**config.mk**
```make
export PLATFORM = sky130hd
export DESIGN_NAME = pc_gen_flat
export DESIGN_NICKNAME = d
export VERILOG_FILES = /design/src/rtl/pc_pkg.sv /design/src/rtl/pc_gen_if.sv /design/src/rtl/pc_ras.sv /design/src/rtl/pc_gen.sv /design/src/flat_wrapper.sv
export SDC_FILE = /design/constraint.sdc
export NUM_CORES = 1
export LEC_CHECK = 0
export ABC_AREA = 1
export ABC_CLOCK_PERIOD_IN_PS = 6300
export CAP_MARGIN = 25
export CORE_UTILIZATION = 30
export CTS_BUF_LIST = sky130_fd_sc_hd__clkbuf_4
export DETAILED_ROUTE_END_ITERATION = 10
export PLACE_DENSITY_LB_ADDON = 0.05
export REMOVE_ABC_BUFFERS = 1
export SETUP_SLACK_MARGIN = 0.2
export SLEW_MARGIN = 20
export SYNTH_ARGS = -nofsm -noshare
export SYNTH_HDL_FRONTEND = slang
export SYNTH_SLANG_ARGS = --single-unit
```
**constraint.sdc**
```tcl
create_clock -name clk -period 6.3 [get_ports clk]
set_input_delay 1.26 -clock clk [delete_from_list [all_inputs] [get_ports clk]]
set_output_delay 1.26 -clock clk [all_outputs]
set_load 0.02 [all_outputs]
```
**src/rtl/pc_pkg.sv**
```systemverilog
// Shared defaults and the next-PC source encoding for the fetch PC generator.
package pc_pkg;
  localparam int          XLEN_DEF         = 32;
  localparam int          INST_BYTES_DEF   = 4;
  localparam int          RAS_DEPTH_DEF    = 4;
  localparam logic [31:0] RESET_VECTOR_DEF = 32'h0000_0000;

  // Listed highest priority first.
  typedef enum logic [2:0] {
    SRC_TRAP,
    SRC_REDIRECT,
    SRC_HOLD,
    SRC_RAS,
    SRC_SEQ
  } next_src_e;
endpackage

```
**src/rtl/pc_gen_if.sv**
```systemverilog
// Fetch-side bundle: fetch handshake, control-flow corrections and RAS hints.
interface pc_gen_if #(
  parameter int XLEN      = 32,
  parameter int RAS_DEPTH = 4
);
  localparam int CW = $clog2(RAS_DEPTH + 1);

  logic            fetch_valid;
  logic            fetch_ready;
  logic [XLEN-1:0] fetch_pc;
  logic            stall;
  logic            redirect_valid;
  logic [XLEN-1:0] redirect_pc;
  logic            trap_valid;
  logic [XLEN-1:0] trap_pc;
  logic            ras_push;
  logic            ras_pop;
  logic [CW-1:0]   ras_count;

  // PC generator side.
  modport master (
    output fetch_valid, fetch_pc, ras_count,
    input  fetch_ready, stall, redirect_valid, redirect_pc,
           trap_valid, trap_pc, ras_push, ras_pop
  );

  // Fetch/pipeline side.
  modport slave (
    input  fetch_valid, fetch_pc, ras_count,
    output fetch_ready, stall, redirect_valid, redirect_pc,
           trap_valid, trap_pc, ras_push, ras_pop
  );
endinterface

```
**src/rtl/pc_ras.sv**
```systemverilog
// Return-address stack: circular buffer, a full push overwrites the oldest entry.
module pc_ras #(
  parameter int XLEN  = 32,
  parameter int DEPTH = 4
) (
  input  logic                         clk,
  input  logic                         rst_n,
  input  logic                         push_i,
  input  logic                         pop_i,
  input  logic [XLEN-1:0]              wdata_i,
  output logic [XLEN-1:0]              top_o,
  output logic [$clog2(DEPTH+1)-1:0]   count_o
);
  localparam int PW = $clog2(DEPTH);
  localparam int CW = $clog2(DEPTH + 1);

  logic [XLEN-1:0] mem_q [DEPTH];
  logic [PW-1:0]   ptr_q, ptr_d;   // next free slot; top lives at ptr_q-1
  logic [CW-1:0]   cnt_q, cnt_d;
  logic [PW-1:0]   top_idx, wr_idx;
  logic            wr_en, nonempty;

  assign top_idx  = ptr_q - PW'(1);
  assign nonempty = (cnt_q != '0);
  assign top_o    = mem_q[top_idx];
  assign count_o  = cnt_q;

  // Pointer/count update and write slot selection.
  always_comb begin
    ptr_d  = ptr_q;
    cnt_d  = cnt_q;
    wr_en  = 1'b0;
    wr_idx = ptr_q;
    if (push_i && pop_i && nonempty) begin
      wr_en  = 1'b1;             // replace top in place
      wr_idx = top_idx;
    end else if (push_i) begin
      wr_en  = 1'b1;
      ptr_d  = ptr_q + PW'(1);   // wraps onto oldest entry when full
      if (cnt_q != CW'(DEPTH)) cnt_d = cnt_q + CW'(1);
    end else if (pop_i && nonempty) begin
      ptr_d  = top_idx;
      cnt_d  = cnt_q - CW'(1);
    end
  end

  // Pointer and count registers.
  always_ff @(posedge clk) begin
    if (!rst_n) begin
      ptr_q <= '0;
      cnt_q <= '0;
    end else begin
      ptr_q <= ptr_d;
      cnt_q <= cnt_d;
    end
  end

  // Entry storage; contents are don't-care until written.
  always_ff @(posedge clk) begin
    if (rst_n && wr_en) mem_q[wr_idx] <= wdata_i;
  end
endmodule

```
**src/rtl/pc_gen.sv**
```systemverilog
// Fetch PC generator: PC register, valid flag, next-PC priority mux, incrementer.
module pc_gen
  import pc_pkg::*;
#(
  parameter int              XLEN         = XLEN_DEF,
  parameter logic [XLEN-1:0] RESET_VECTOR = XLEN'(RESET_VECTOR_DEF),
  parameter int              INST_BYTES   = INST_BYTES_DEF,
  parameter int              RAS_DEPTH    = RAS_DEPTH_DEF
) (
  input logic       clk,
  input logic       rst_n,
  pc_gen_if.master  bus
);
  localparam int              CW         = $clog2(RAS_DEPTH + 1);
  localparam logic [XLEN-1:0] ALIGN_MASK = ~(XLEN'(INST_BYTES) - XLEN'(1));

  logic [XLEN-1:0] pc_q, pc_d, pc_inc, ras_top;
  logic            valid_q;
  logic            accept, ctl_flow, ras_push_en, ras_pop_en, ras_nonempty;
  logic [CW-1:0]   ras_cnt;
  next_src_e       src;

  assign accept       = valid_q & bus.fetch_ready & ~bus.stall;
  assign ctl_flow     = bus.trap_valid | bus.redirect_valid;
  assign pc_inc       = pc_q + XLEN'(INST_BYTES);   // wraps modulo 2^XLEN
  assign ras_nonempty = (ras_cnt != '0);
  assign ras_push_en  = accept & ~ctl_flow & bus.ras_push;
  assign ras_pop_en   = accept & ~ctl_flow & bus.ras_pop;

  // Next-PC source selection, highest priority first.
  always_comb begin
    src = SRC_SEQ;
    if (bus.trap_valid)                  src = SRC_TRAP;
    else if (bus.redirect_valid)         src = SRC_REDIRECT;
    else if (!accept)                    src = SRC_HOLD;
    else if (bus.ras_pop && ras_nonempty) src = SRC_RAS;
  end

  // Next-PC mux; correction targets are forced onto instruction alignment.
  always_comb begin
    pc_d = pc_inc;
    unique case (src)
      SRC_TRAP:     pc_d = bus.trap_pc & ALIGN_MASK;
      SRC_REDIRECT: pc_d = bus.redirect_pc & ALIGN_MASK;
      SRC_HOLD:     pc_d = pc_q;
      SRC_RAS:      pc_d = ras_top;
      default:      pc_d = pc_inc;
    endcase
  end

  // PC and valid registers; valid rises on the first cycle out of reset.
  always_ff @(posedge clk) begin
    if (!rst_n) begin
      pc_q    <= RESET_VECTOR;
      valid_q <= 1'b0;
    end else begin
      pc_q    <= pc_d;
      valid_q <= 1'b1;
    end
  end

  pc_ras #(.XLEN(XLEN), .DEPTH(RAS_DEPTH)) u_ras (
    .clk     (clk),
    .rst_n   (rst_n),
    .push_i  (ras_push_en),
    .pop_i   (ras_pop_en),
    .wdata_i (pc_inc),
    .top_o   (ras_top),
    .count_o (ras_cnt)
  );

  assign bus.fetch_pc    = pc_q;
  assign bus.fetch_valid = valid_q;
  assign bus.ras_count   = ras_cnt;
endmodule

```
**src/flat_wrapper.sv**
```systemverilog
// flat-port wrapper written by rule: the top's interface ports become plain ports
module pc_gen_flat import pc_pkg::*;
#(
  parameter int              XLEN         = XLEN_DEF,
  parameter logic [XLEN-1:0] RESET_VECTOR = XLEN'(RESET_VECTOR_DEF),
  parameter int              INST_BYTES   = INST_BYTES_DEF,
  parameter int              RAS_DEPTH    = RAS_DEPTH_DEF
)
  (clk, rst_n, bus_fetch_valid, bus_fetch_pc, bus_ras_count, bus_fetch_ready, bus_stall, bus_redirect_valid, bus_redirect_pc, bus_trap_valid, bus_trap_pc, bus_ras_push, bus_ras_pop);
  pc_gen_if #(.XLEN(XLEN), .RAS_DEPTH(RAS_DEPTH)) bus_i ();
  input logic clk;
  input logic rst_n;
  output wire logic [$bits(bus_i.fetch_valid)-1:0] bus_fetch_valid;
  output wire logic [$bits(bus_i.fetch_pc)-1:0] bus_fetch_pc;
  output wire logic [$bits(bus_i.ras_count)-1:0] bus_ras_count;
  input wire logic [$bits(bus_i.fetch_ready)-1:0] bus_fetch_ready;
  input wire logic [$bits(bus_i.stall)-1:0] bus_stall;
  input wire logic [$bits(bus_i.redirect_valid)-1:0] bus_redirect_valid;
  input wire logic [$bits(bus_i.redirect_pc)-1:0] bus_redirect_pc;
  input wire logic [$bits(bus_i.trap_valid)-1:0] bus_trap_valid;
  input wire logic [$bits(bus_i.trap_pc)-1:0] bus_trap_pc;
  input wire logic [$bits(bus_i.ras_push)-1:0] bus_ras_push;
  input wire logic [$bits(bus_i.ras_pop)-1:0] bus_ras_pop;
  assign bus_fetch_valid = bus_i.fetch_valid;
  assign bus_fetch_pc = bus_i.fetch_pc;
  assign bus_ras_count = bus_i.ras_count;
  assign bus_i.fetch_ready = bus_fetch_ready;
  assign bus_i.stall = bus_stall;
  assign bus_i.redirect_valid = bus_redirect_valid;
  assign bus_i.redirect_pc = bus_redirect_pc;
  assign bus_i.trap_valid = bus_trap_valid;
  assign bus_i.trap_pc = bus_trap_pc;
  assign bus_i.ras_push = bus_ras_push;
  assign bus_i.ras_pop = bus_ras_pop;
  pc_gen #(.XLEN(XLEN), .RESET_VECTOR(RESET_VECTOR), .INST_BYTES(INST_BYTES), .RAS_DEPTH(RAS_DEPTH)) u_core (.clk(clk), .rst_n(rst_n), .bus(bus_i));
endmodule
```
* Word-level counts from Yosys, hierarchy flattened
Memories as Yosys holds them, arrays and structs flattened. Index checks and enable logic that the tools add are counted.
Operators by class: add/sub/neg operators 5, multipliers 0, divide/modulo/power cells 0, order comparisons 0, eq/ne operators 5, shifts and indexed selects 0, mux-type cells 16, bitwise operators 9, reductions and logical operators 10
Operator list (number):
- case mux 32 bit (4 select lines) | 1
- adder 32 x 3 -> 32 bit, second input constant | 1
- two-way mux 3 bit | 7
- == test 3 x 2 -> 1 bit, second input constant | 2
- two-way mux 2 bit | 3
- AND 1 bit | 5
- logical AND 1 bit | 5
- two-way mux 1 bit | 5
- adder 3 x 1 -> 3 bit, second input constant | 1
- == test 3 x 1 -> 1 bit, second input constant | 1
- logical NOT 3 bit | 1
- inequality test 3 bit, second input constant | 1
- NOT 1 bit | 3
- AND reduction 3 bit | 1
- nonzero test 3 bit | 1
- subtractor 3 x 1 -> 3 bit, second input constant | 1
- adder 2 x 1 -> 2 bit, second input constant | 1
- inequality test 2 x 1 -> 1 bit, second input constant | 1
- AND reduction 2 bit | 1
- nonzero test 2 bit | 1
- subtractor 2 x 1 -> 2 bit, second input constant | 1
- OR 1 bit | 1
Storage, ports and cells: flip-flop bits (word level) 38, bits in latches 0, memory bits (writable) 128, memory bits (read-only) 0, bits of input ports 72, word-level logic and storage cells 50, memories 1
Memories:
- u_core.u_ras.mem_q | words 4, bits a word 32, rd ports 1, clocked after memory_dff 0, wr ports 1, line pc_ras.sv:17 | logic [XLEN-1:0] mem_q [DEPTH];

* Logic depth before layout (Yosys ltp)
Gate-level depths: netlist (run 1).
word-level depth 10, gate-level depth with buffers 11

* Cells and area by module
A second synthesis (run 1) with hierarchy kept.
Second synthesis, totals: cells, all modules 981, area, all modules 8281.7 um2
By module, submodules not included:
- pc_ras | instances 1, cells each 409, area each 5187.5 um2, seq. area each 3943.8 um2
- pc_gen | instances 1, cells each 572, area each 3094.2 um2, seq. area each 660.6 um2

* Worst setup path after synthesis (run 1)
OpenSTA, ideal clock, no wires.
kind in2reg, start input bus_fetch_ready, end memory u_core.u_ras.mem_q[0][0] (enable), library setup time 0.421 ns, data arrival time 3.393 ns, data required time 5.879 ns, path slack 2.486 ns, stages on the path 9, buffers on the path 0, cell sequence nand2_1 nor2_1 nand3_2 inv_2 nand2_1 xor2_1 inv_1 nand2_1 nor2_1
On the way: cells in the longest elaborated chain, start to end 10
Ends and longest elaborated chain:
- start: declaration | line flat_wrapper.sv:16 | input wire logic [$bits(bus_i.fetch_ready)-1:0] bus_fetch_ready;
- AND 1 bit * (2 in a row) | line pc_gen.sv:23 | assign accept = valid_q & bus.fetch_ready & ~bus.stall;
- AND 1 bit * | line pc_gen.sv:27, pc_gen.sv:28
- AND 1 bit (on tied branches) | line pc_gen.sv:27, pc_gen.sv:28
- logical AND 1 bit (2 in a row) | line pc_ras.sv:34 | if (push_i && pop_i && nonempty) begin
- two-way mux 1 bit | line pc_ras.sv:34
- logical AND 1 bit | line pc_ras.sv:60 | if (rst_n && wr_en) mem_q[wr_idx] <= wdata_i;
- two-way mux 1 bit | line pc_ras.sv:60
- two-way mux 1 bit (not written as such) | line pc_ras.sv:60
- end: declaration | line pc_ras.sv:17
Every way passes the cells marked *; elsewhere a longest branch is shown, timed or not.

* Worst setup path after layout (run 1)
start input bus_redirect_valid, end memory u_core.u_ras.mem_q[2][21] (enable)
On the way: cells in the longest elaborated chain, start to end 10
Ends and longest elaborated chain:
- start: declaration | line flat_wrapper.sv:18 | input wire logic [$bits(bus_i.redirect_valid)-1:0] bus_redirect_valid;
- OR 1 bit * | line pc_gen.sv:24 | assign ctl_flow = bus.trap_valid | bus.redirect_valid;
- NOT 1 bit * | line pc_gen.sv:27, pc_gen.sv:28
- AND 1 bit * | line pc_gen.sv:27, pc_gen.sv:28
- AND 1 bit (on tied branches) | line pc_gen.sv:27, pc_gen.sv:28
- logical AND 1 bit (2 in a row) | line pc_ras.sv:34
- two-way mux 1 bit | line pc_ras.sv:34
- logical AND 1 bit | line pc_ras.sv:60
- two-way mux 1 bit | line pc_ras.sv:60
- two-way mux 1 bit (not written as such) | line pc_ras.sv:60
Marked as above.

==> metrics.log, run 1 <==
[metrics] Skew-Pair Late Insertion Delay: 0.57 ns
[metrics] wire length of the first global-routing pass: 38.4 mm
[metrics] Final Max Tran Viols: 0
[metrics] weighted congestion reported at the end of routability-driven placement: 0.787
[metrics] part of the power in registers: 58.6%
[metrics] Max-slew headroom: 44.2%
[metrics] H-tree levels: 4
[metrics] shortest clock period the worst path allows after layout: 3.75 ns
[metrics] signed area change from the synthesized netlist to the final layout: 20.4%
[metrics] met1 capacity usage during global routing: 25.8%
[metrics] switching share of power: 26.3%
[metrics] vertical die dimension: 167 um
[metrics] slowest cell on the critical path: sky130_fd_sc_hd__clkdlybuf4s50_1
[metrics] area of the core region: 26900 um^2
[metrics] detailed-route wire length per cell: 17.5 um
[metrics] crit-path max FO: 17
[metrics] Highest Clock Rate: 267 MHz
[metrics] via count of the first global-routing pass: 6164
[metrics] number of enable-type register cells in the synthesized netlist: 128
[metrics] Yosys top cell by area: sky130_fd_sc_hd__edfxtp_1
[metrics] mapped cell area: 8220 um^2
[metrics] Power, Total: 2.09 mW
[metrics] Levels on crit path: 10
[metrics] portion of synthesized cell area occupied by the leading cell type: 46.8%
[metrics] nature of the critical path startpoint: input port
[metrics] Detailed Routing Iterations Pass 1: 5
[metrics] number of vias per cell after detailed routing: 4.60
[metrics] Worst VDD drop: 0.000114 V
[metrics] number of resized instances in the post-cts repair step: 0
[metrics] most utilized layer in the global route result: met2
[metrics] worst min-delay path category: flop to flop
[metrics] most used standard cells in the synthesized netlist: sky130_fd_sc_hd__nand2_1 (414), sky130_fd_sc_hd__edfxtp_1 (128), sky130_fd_sc_hd__nor2_1 (103), sky130_fd_sc_hd__nand3_1 (84), sky130_fd_sc_hd__inv_1 (59)
[metrics] I/O pins: 108
[metrics] share of cells above drive strength 1: 7.73%
[metrics] crit share post-route: 59.5%
[metrics] internal power consumption: 1.54 mW
[metrics] peak per-stage delay on the critical path: 0.72 ns
[metrics] Clock Sink Count: 166
[metrics] total of hold buffers inserted after clock tree synthesis: 0
[metrics] final setup violating endpoints: 0
[metrics] DRC violations left: 0
[metrics] Seq cells post-synth: 166
[metrics] crit end category: flop
[metrics] chip width: 167 um
[metrics] cell class contributing the biggest share of worst-path delay: buffers and inverters
[metrics] Rows: 60
[metrics] residual antenna-violating net count after detailed routing: 0
[metrics] synthesized instance count: 988
[metrics] worst clock skew: 0.0304 ns
[metrics] worst endpoint required time: 6.54 ns
[metrics] count leader, synth: sky130_fd_sc_hd__nand2_1
[metrics] relative contribution of the clock network to total power: 30.8%
[metrics] Worst Reg-to-Reg Cells: 8
[metrics] TritonCTS clock tree: built
[metrics] clock root buffer: sky130_fd_sc_hd__clkbuf_4
[metrics] Post-Synthesis Mean Instance Area: 8.32 um^2
[metrics] Final nets: 1161
[metrics] net load switching power: 549 uW
[metrics] maximum number of pins on one net before global-route repair: 46
[metrics] Finished Layout Cells: 1442
[metrics] clock transition at the registers of the reported paths: 0.16 ns
[metrics] Reg-to-Reg Start: u_core.u_ras.ptr_q[1]
[metrics] Yosys warning total: 0
[metrics] unrepaired setup endpoints after global routing: no
[metrics] summed area of non-filler cells in the final layout: 9890 um^2
[metrics] CP Launch Point: bus_redirect_valid
[metrics] setup fix buffers added after clock tree synthesis: 0
[metrics] die footprint: 28000 um^2
[metrics] ys async rst share: 0%
[metrics] Placed Cells: 1409
[metrics] antenna violations before repair: 1
[metrics] post-placement cell area: 9610 um^2
[metrics] category of the critical setup timing path: input port to flop
[metrics] Port Buffer Count: 103
[metrics] final sum of negative setup slack: 0 ns
[metrics] residual overflow from global routing: 0
[metrics] capture point of the worst reg-to-reg path: u_core.u_ras.mem_q[1][3]
[metrics] number of buffers added by the clock tree synthesis step: 17
[metrics] crit-path cells: clkdlybuf4s50_1, nor2_4, nand3_2, inv_2, nand2_1, xor2_1, inv_1, nand2_1, nor2_4, buf_4
[metrics] initial core utilization: 30.6%
[metrics] Static Leakage: 3.80 nW
[metrics] vias post-DR: 6635
[metrics] buffers plus inverters on the worst setup path: 4
[metrics] Netlist cell types: 34
[metrics] Hold Fails Final Rpt: 0
[metrics] maximum buffer depth of the clock tree: 2
[metrics] largest cells by area after synthesis: sky130_fd_sc_hd__edfxtp_1 (47%), sky130_fd_sc_hd__nand2_1 (19%), sky130_fd_sc_hd__dfxtp_1 (9.3%)
[metrics] run status: complete, no violations
[metrics] max-cap violation count: 0
[metrics] HPWL after detailed placement: 16.2 mm
[metrics] global routing met3 resource utilization: 3.10%
[metrics] met2 Use GR: 30.7%
[metrics] DRC violation total after the first TritonRoute iteration: 344
[metrics] Most used DFF post-synth: sky130_fd_sc_hd__edfxtp_1
[metrics] worst reg2reg setup slack: 3.31 ns
[metrics] Critical Path AT: 3.99 ns
[metrics] share of power burned in combinational logic: 10.6%
[metrics] post-synthesis sequential area ratio: 56.0%
[metrics] cell area power density: 211 nW/um^2
[metrics] slew at the pin with the worst max-slew slack: 0.837 ns
[metrics] sum of routed wire length over all layers: 25.2 mm
[metrics] combined global-route utilization of all metal layers: 18.7%
[metrics] endpoint of the most critical setup path: u_core.u_ras.mem_q[2][21]
[logic make-up (layout without fill, tap and decap cells)]
kind of cell | count (synthesis) | in the layout | share of synthesized area [%]
buffers and inverters | 105 | 217 | 5.44
adders and majority gates | 2 | 2 | 0.396
DFF | 166 | 166 | 56.0
other | 0 | 1 | 0
AOI/OAI and AO/OA | 65 | 65 | 4.11
and+or+nand+nor | 637 | 637 | 32.3
xor gates and xnor gates | 13 | 13 | 1.66
[cell type report]
class                           instances  area [um^2]
Fill cell                            2822        17000
Multi-Input combinational cell        717         3190
Inverter                               67          251
Clock buffer                           20          150
Antenna cell                            1         2.50
Sequential cell                       166         4600
Timing Repair Buffer                  118         1140
Clock inverter                         12          131
Tap cell                              341          427
[flip-flops by register name (all words and copies together) (netlist names)]
name                    count
u_core.bus.fetch_valid      1
u_core.bus.fetch_pc        32
u_core.u_ras.ptr_q          2
u_core.u_ras.count_o        3
u_core.u_ras.mem_q        128
[power groups by stage]
stage          combinational (mW)  sequential, mW  clock [mW]
3_3_place_gp                0.224            1.25           0
3_5_place_dp                0.224            1.25           0
5_1_grt                     0.247            1.23       0.711
2_1_floorplan              0.0874            1.25           0
4_1_cts                     0.225            1.23       0.662
6_report                    0.222            1.23       0.643
[worst min-delay path by stage]
stage	depth (start not counted)	endpoint	startpoint	slack [ns]
finish	2	u_core.bus.fetch_pc[1]	u_core.bus.fetch_pc[1]	0.54
global placement	2	u_core.bus.fetch_pc[1]	u_core.bus.fetch_pc[1]	0.52
floorplan	2	u_core.bus.fetch_pc[0]	u_core.bus.fetch_pc[0]	0.57
detailed placement	2	u_core.bus.fetch_pc[1]	u_core.bus.fetch_pc[1]	0.52
CTS	2	u_core.bus.fetch_pc[1]	u_core.bus.fetch_pc[1]	0.54
global route	0	u_core.u_ras.mem_q[0][1]	u_core.bus.fetch_pc[1]	0.55
[routing by layer]
metal / wire (um) / part of all wire, % / vias to the layer above
met5: 0 / 0 / -
met4: 149 / 0.59 / 0
met2: 11900 / 47 / 138
met1: 12200 / 48 / 3110
li1: - / - / 3380
met3: 949 / 3.8 / 7
[cells in the final DEF, fill, tap and decap left out, drive strengths merged]
cell type / count
and2: 3
inv: 68
buf: 16
bufinv: 2
o211ai: 2
fa: 1
a22oi: 2
xnor2: 2
nand3b: 5
clkbuf: 20
xor2: 11
nor3: 1
clkdlybuf4s50: 102
a21oi: 38
o21ai: 22
nor2: 120
edfxtp: 128
clkinvlp: 3
o21bai: 1
dfxtp: 38
nand2: 421
and3: 1
diode: 1
ha: 1
clkinv: 6
nand4: 1
nand3: 85
[stage by stage]
step	utilization (%)	setup WS (ns)	hold slack, ns
final	36.8	2.55	0.540
after global routing	36.8	2.41	0.554
after CTS	36.8	2.56	0.542
after detailed placement	35.7	1.93	0.521
after global placement	35.7	1.95	0.516
after floorplan	-	2.47	0.575
[tightest hold or removal path: cells and delay by family (launching register included)]
kind,cells,cell delay [ns]
flops,1,0.38
simple gates,1,0.08
compound gates,1,0.06
(Power assumes the default switching activity.)
==> inputs of run 2 (changes only) <==
--- a/config.mk
+++ b/config.mk
@@ -6,7 +6,7 @@
 export NUM_CORES = 1
 export LEC_CHECK = 0
 export ABC_AREA = 1
-export ABC_CLOCK_PERIOD_IN_PS = 6300
+export ABC_CLOCK_PERIOD_IN_PS = 3900
 export CAP_MARGIN = 25
 export CORE_UTILIZATION = 30
 export CTS_BUF_LIST = sky130_fd_sc_hd__clkbuf_4
==> constraint.sdc (replaced) <==
create_clock -name clk -period 3.9 [get_ports clk]
set_input_delay 0.78 -clock clk [delete_from_list [all_inputs] [get_ports clk]]
set_output_delay 0.78 -clock clk [all_outputs]
set_load 0.02 [all_outputs]
==> metrics.log, run 2 (synthesis gave the netlist of run 1 again) <==
[metrics] final sum of negative setup slack: 0 ns (unchanged)
[metrics] initial core utilization: 30.6% (unchanged)
[metrics] cell class contributing the biggest share of worst-path delay: buffers and inverters
[metrics] vertical die dimension: 167 um (unchanged)
[metrics] HPWL after detailed placement: 16.1 mm (-0.77%)
[metrics] internal power consumption: 2.48 mW (+61%)
[metrics] slowest cell on the critical path: sky130_fd_sc_hd__clkdlybuf4s50_1
[metrics] Post-Route Utilization: 37.1% (+0.33 points)
[metrics] worst min-delay path category: flop to flop
[metrics] maximum number of pins on one net before global-route repair: 45 (-2.2%)
[metrics] cell area power density: 338 nW/um^2 (+60%)
[metrics] residual overflow from global routing: 0 (unchanged)
[metrics] clock root buffer: sky130_fd_sc_hd__clkbuf_4
[metrics] crit share post-route: 72.5%
[metrics] top register by number of flip-flops: u_core.u_ras.mem_q
[metrics] via count of the first global-routing pass: 6282 (+1.9%)
[metrics] shortest clock period the worst path allows after layout: 2.83 ns
[metrics] DRC violations left: 0 (unchanged)
[metrics] vias post-DR: 6633 (-0.030%)
[metrics] worst clock skew: 0.0268 ns (-0.00359 ns)
[metrics] Rows: 60 (unchanged)
[metrics] Skew-Pair Late Insertion Delay: 0.57 ns (about the same)
[metrics] signed area change from the synthesized netlist to the final layout: 21.5%
[metrics] Port Buffer Count: 103 (unchanged)
[metrics] crit-path max FO: 29 (+12)
[metrics] Final nets: 1164 (+0.26%)
[metrics] detailed-route wire length per cell: 17.3 um (-1.1%)
[metrics] Max-slew headroom: 54.0% (+9.8 points)
[metrics] share of cells above drive strength 1: 7.89% (+0.16 points)
[metrics] I/O pins: 108 (unchanged)
[metrics] antenna violations before repair: 1 (unchanged)
[metrics] part of the power in registers: 58.6% (about the same)
[metrics] crit end category: flop
[metrics] most frequent cells in the layout: sky130_fd_sc_hd__nand2_1 (414), sky130_fd_sc_hd__edfxtp_1 (128), sky130_fd_sc_hd__clkdlybuf4s50_1 (102)
[metrics] clock transition at the registers of the reported paths: 0.15 ns (about the same)
[metrics] Highest Clock Rate: 354 MHz
[metrics] combined flip-flop and latch cell area: 4600 um^2 (unchanged)
[metrics] max-cap violation count: 0 (unchanged)
[metrics] nature of the critical path startpoint: input port
[metrics] most common cell after layout, fill and taps aside: sky130_fd_sc_hd__nand2_1
[metrics] number of vias per cell after detailed routing: 4.59 (-0.24%)
[metrics] number of buffers added by the clock tree synthesis step: 17 (unchanged)
[metrics] weighted congestion reported at the end of routability-driven placement: 0.778 (-1.1%)
[metrics] run status: complete, no violations
[metrics] wire length of the first global-routing pass: 38.1 mm (-0.95%)
[metrics] buffers plus inverters on the worst setup path: 3 (-1)
[metrics] die footprint: 28000 um^2 (unchanged)
[metrics] Clock Sink Count: 166 (unchanged)
[metrics] Hold Slack: 0.532 ns (-0.00762 ns)
[metrics] number of resized instances in the post-cts repair step: 0 (unchanged)
[metrics] Finished Layout Cells: 1445 (+0.21%)
[metrics] total of hold buffers inserted after clock tree synthesis: 0 (unchanged)
[metrics] crit-path cells: clkdlybuf4s50_1, nor2_4, nand3_2, inv_2, nand2_1, xor2_1, and3_1, buf_12
[metrics] summed area of non-filler cells in the final layout: 9980 um^2 (+0.89%)
[metrics] maximum buffer depth of the clock tree: 2 (unchanged)
[metrics] Critical Path AT: 3.08 ns (-0.91 ns)
[metrics] Hold Fails Final Rpt: 0 (unchanged)
[metrics] chip width: 167 um (unchanged)
[metrics] Detailed Routing Iterations Pass 1: 5 (unchanged)
[metrics] setup fix buffers added after clock tree synthesis: 0 (unchanged)
[metrics] category of the critical setup timing path: input port to flop
[metrics] peak per-stage delay on the critical path: 0.70 ns (-0.02 ns)
[metrics] residual antenna-violating net count after detailed routing: 0 (unchanged)
[metrics] Final Max Tran Viols: 0 (unchanged)
[metrics] layout filler cell count: 2858 (+1.3%)
[metrics] TritonCTS clock tree: built
[metrics] post-placement cell area: 9690 um^2 (+0.89%)
[metrics] slew at the pin with the worst max-slew slack: 0.689 ns (-0.148 ns)
[metrics] unrepaired setup endpoints after global routing: no
[metrics] DRC violation total after the first TritonRoute iteration: 369 (+7.3%)
[metrics] area of the core region: 26900 um^2 (unchanged)
[metrics] combined global-route utilization of all metal layers: 18.4% (-0.23 points)
[metrics] H-tree levels: 4 (unchanged)
[metrics] sum of routed wire length over all layers: 25.0 mm (-0.88%)
[metrics] area of the multi-input gates: 3190 um^2 (unchanged)
[metrics] Largest register FFs: 128 (unchanged)
[metrics] share of power burned in combinational logic: 10.7% (about the same)
[metrics] Placed Cells: 1412 (+0.21%)
[metrics] relative contribution of the clock network to total power: 30.8% (about the same)
[metrics] Worst VDD drop: 0.000145 V (+27%)
[metrics] final setup violating endpoints: 0 (unchanged)
[metrics] net load switching power: 896 uW (+63%)
[metrics] worst endpoint required time: 4.15 ns (-2.39 ns)
[metrics] Static Leakage: 3.83 nW (+0.81%)
[metrics] switching share of power: 26.5% (+0.28 points)
==> run 2: changes by cell type in the layout (fill, tap and decap cells not counted), sizes merged <==
cell	before	now
clkinv	6	7
inv	68	70
clkbuf	20	18
clkinvlp	3	2
buf	16	19
==> run 2: worst paths after layout <==
path / start / end / slack [ns] / cells past startpoint
hold / removal: u_core.bus.fetch_pc[1] / u_core.u_ras.mem_q[1][1] / 0.53 / 0
hold reg to reg: u_core.bus.fetch_pc[1] / u_core.u_ras.mem_q[1][1] / 0.53 / 0
setup reg to reg: u_core.u_ras.ptr_q[1] / u_core.u_ras.mem_q[1][27] / 1.43 / 8
setup / recovery: bus_redirect_valid / u_core.u_ras.mem_q[1][27] / 1.07 / 8
==> run 2: layout make-up <==
cell class | instances | area share (%)
Antenna cell | 1 | 0.0251
Clock buffer | 18 | 1.35
Clock inverter | 14 | 1.49
Inverter | 67 | 2.52
Multi-Input combinational cell | 717 | 31.9
Sequential cell | 166 | 46.1
Tap cell | 341 | 4.28
Timing Repair Buffer | 121 | 12.3
==> run 2: worst reg2reg max path, cell delays in order (launching register included) <==
cell	delay, ns
sky130_fd_sc_hd__dfxtp_1	0.59
sky130_fd_sc_hd__inv_2	0.13
sky130_fd_sc_hd__nor2_8	0.10
sky130_fd_sc_hd__inv_2	0.20
sky130_fd_sc_hd__nand2_1	0.18
sky130_fd_sc_hd__nand3_1	0.09
sky130_fd_sc_hd__nand2_1	0.19
sky130_fd_sc_hd__and3_1	0.36
sky130_fd_sc_hd__buf_12	0.27
==> run 2: stage by stage <==
| step | worst slack, ns | power [mW] |
|---|---|---|
| floorplan | 0.547 | 2.17 |
| detailed placement | 0.493 | 2.38 |
| global route | 0.918 | 3.52 |
| CTS | 1.09 | 3.42 |
| global placement | 0.481 | 2.38 |
| finish | 1.07 | 3.38 |
==> run 2: layer usage <==
layer	vias up	share of wire [%]	global-route usage [%]
li1	3387	-	-
met2	140	47	30.4
met3	13	3.7	3.07
met1	3093	49	25.4
met4	0	0.81	3.83
met5	-	0	0
==> run 2: power by group through the flow <==
stage	Combinational [mW]	Clock [mW]	Sequential [mW]
after floorplan	0.141	0	2.03
after global placement	0.364	0	2.02
after detailed placement	0.364	0	2.02
after CTS	0.366	1.07	1.98
after global routing	0.400	1.14	1.98
final	0.360	1.04	1.98
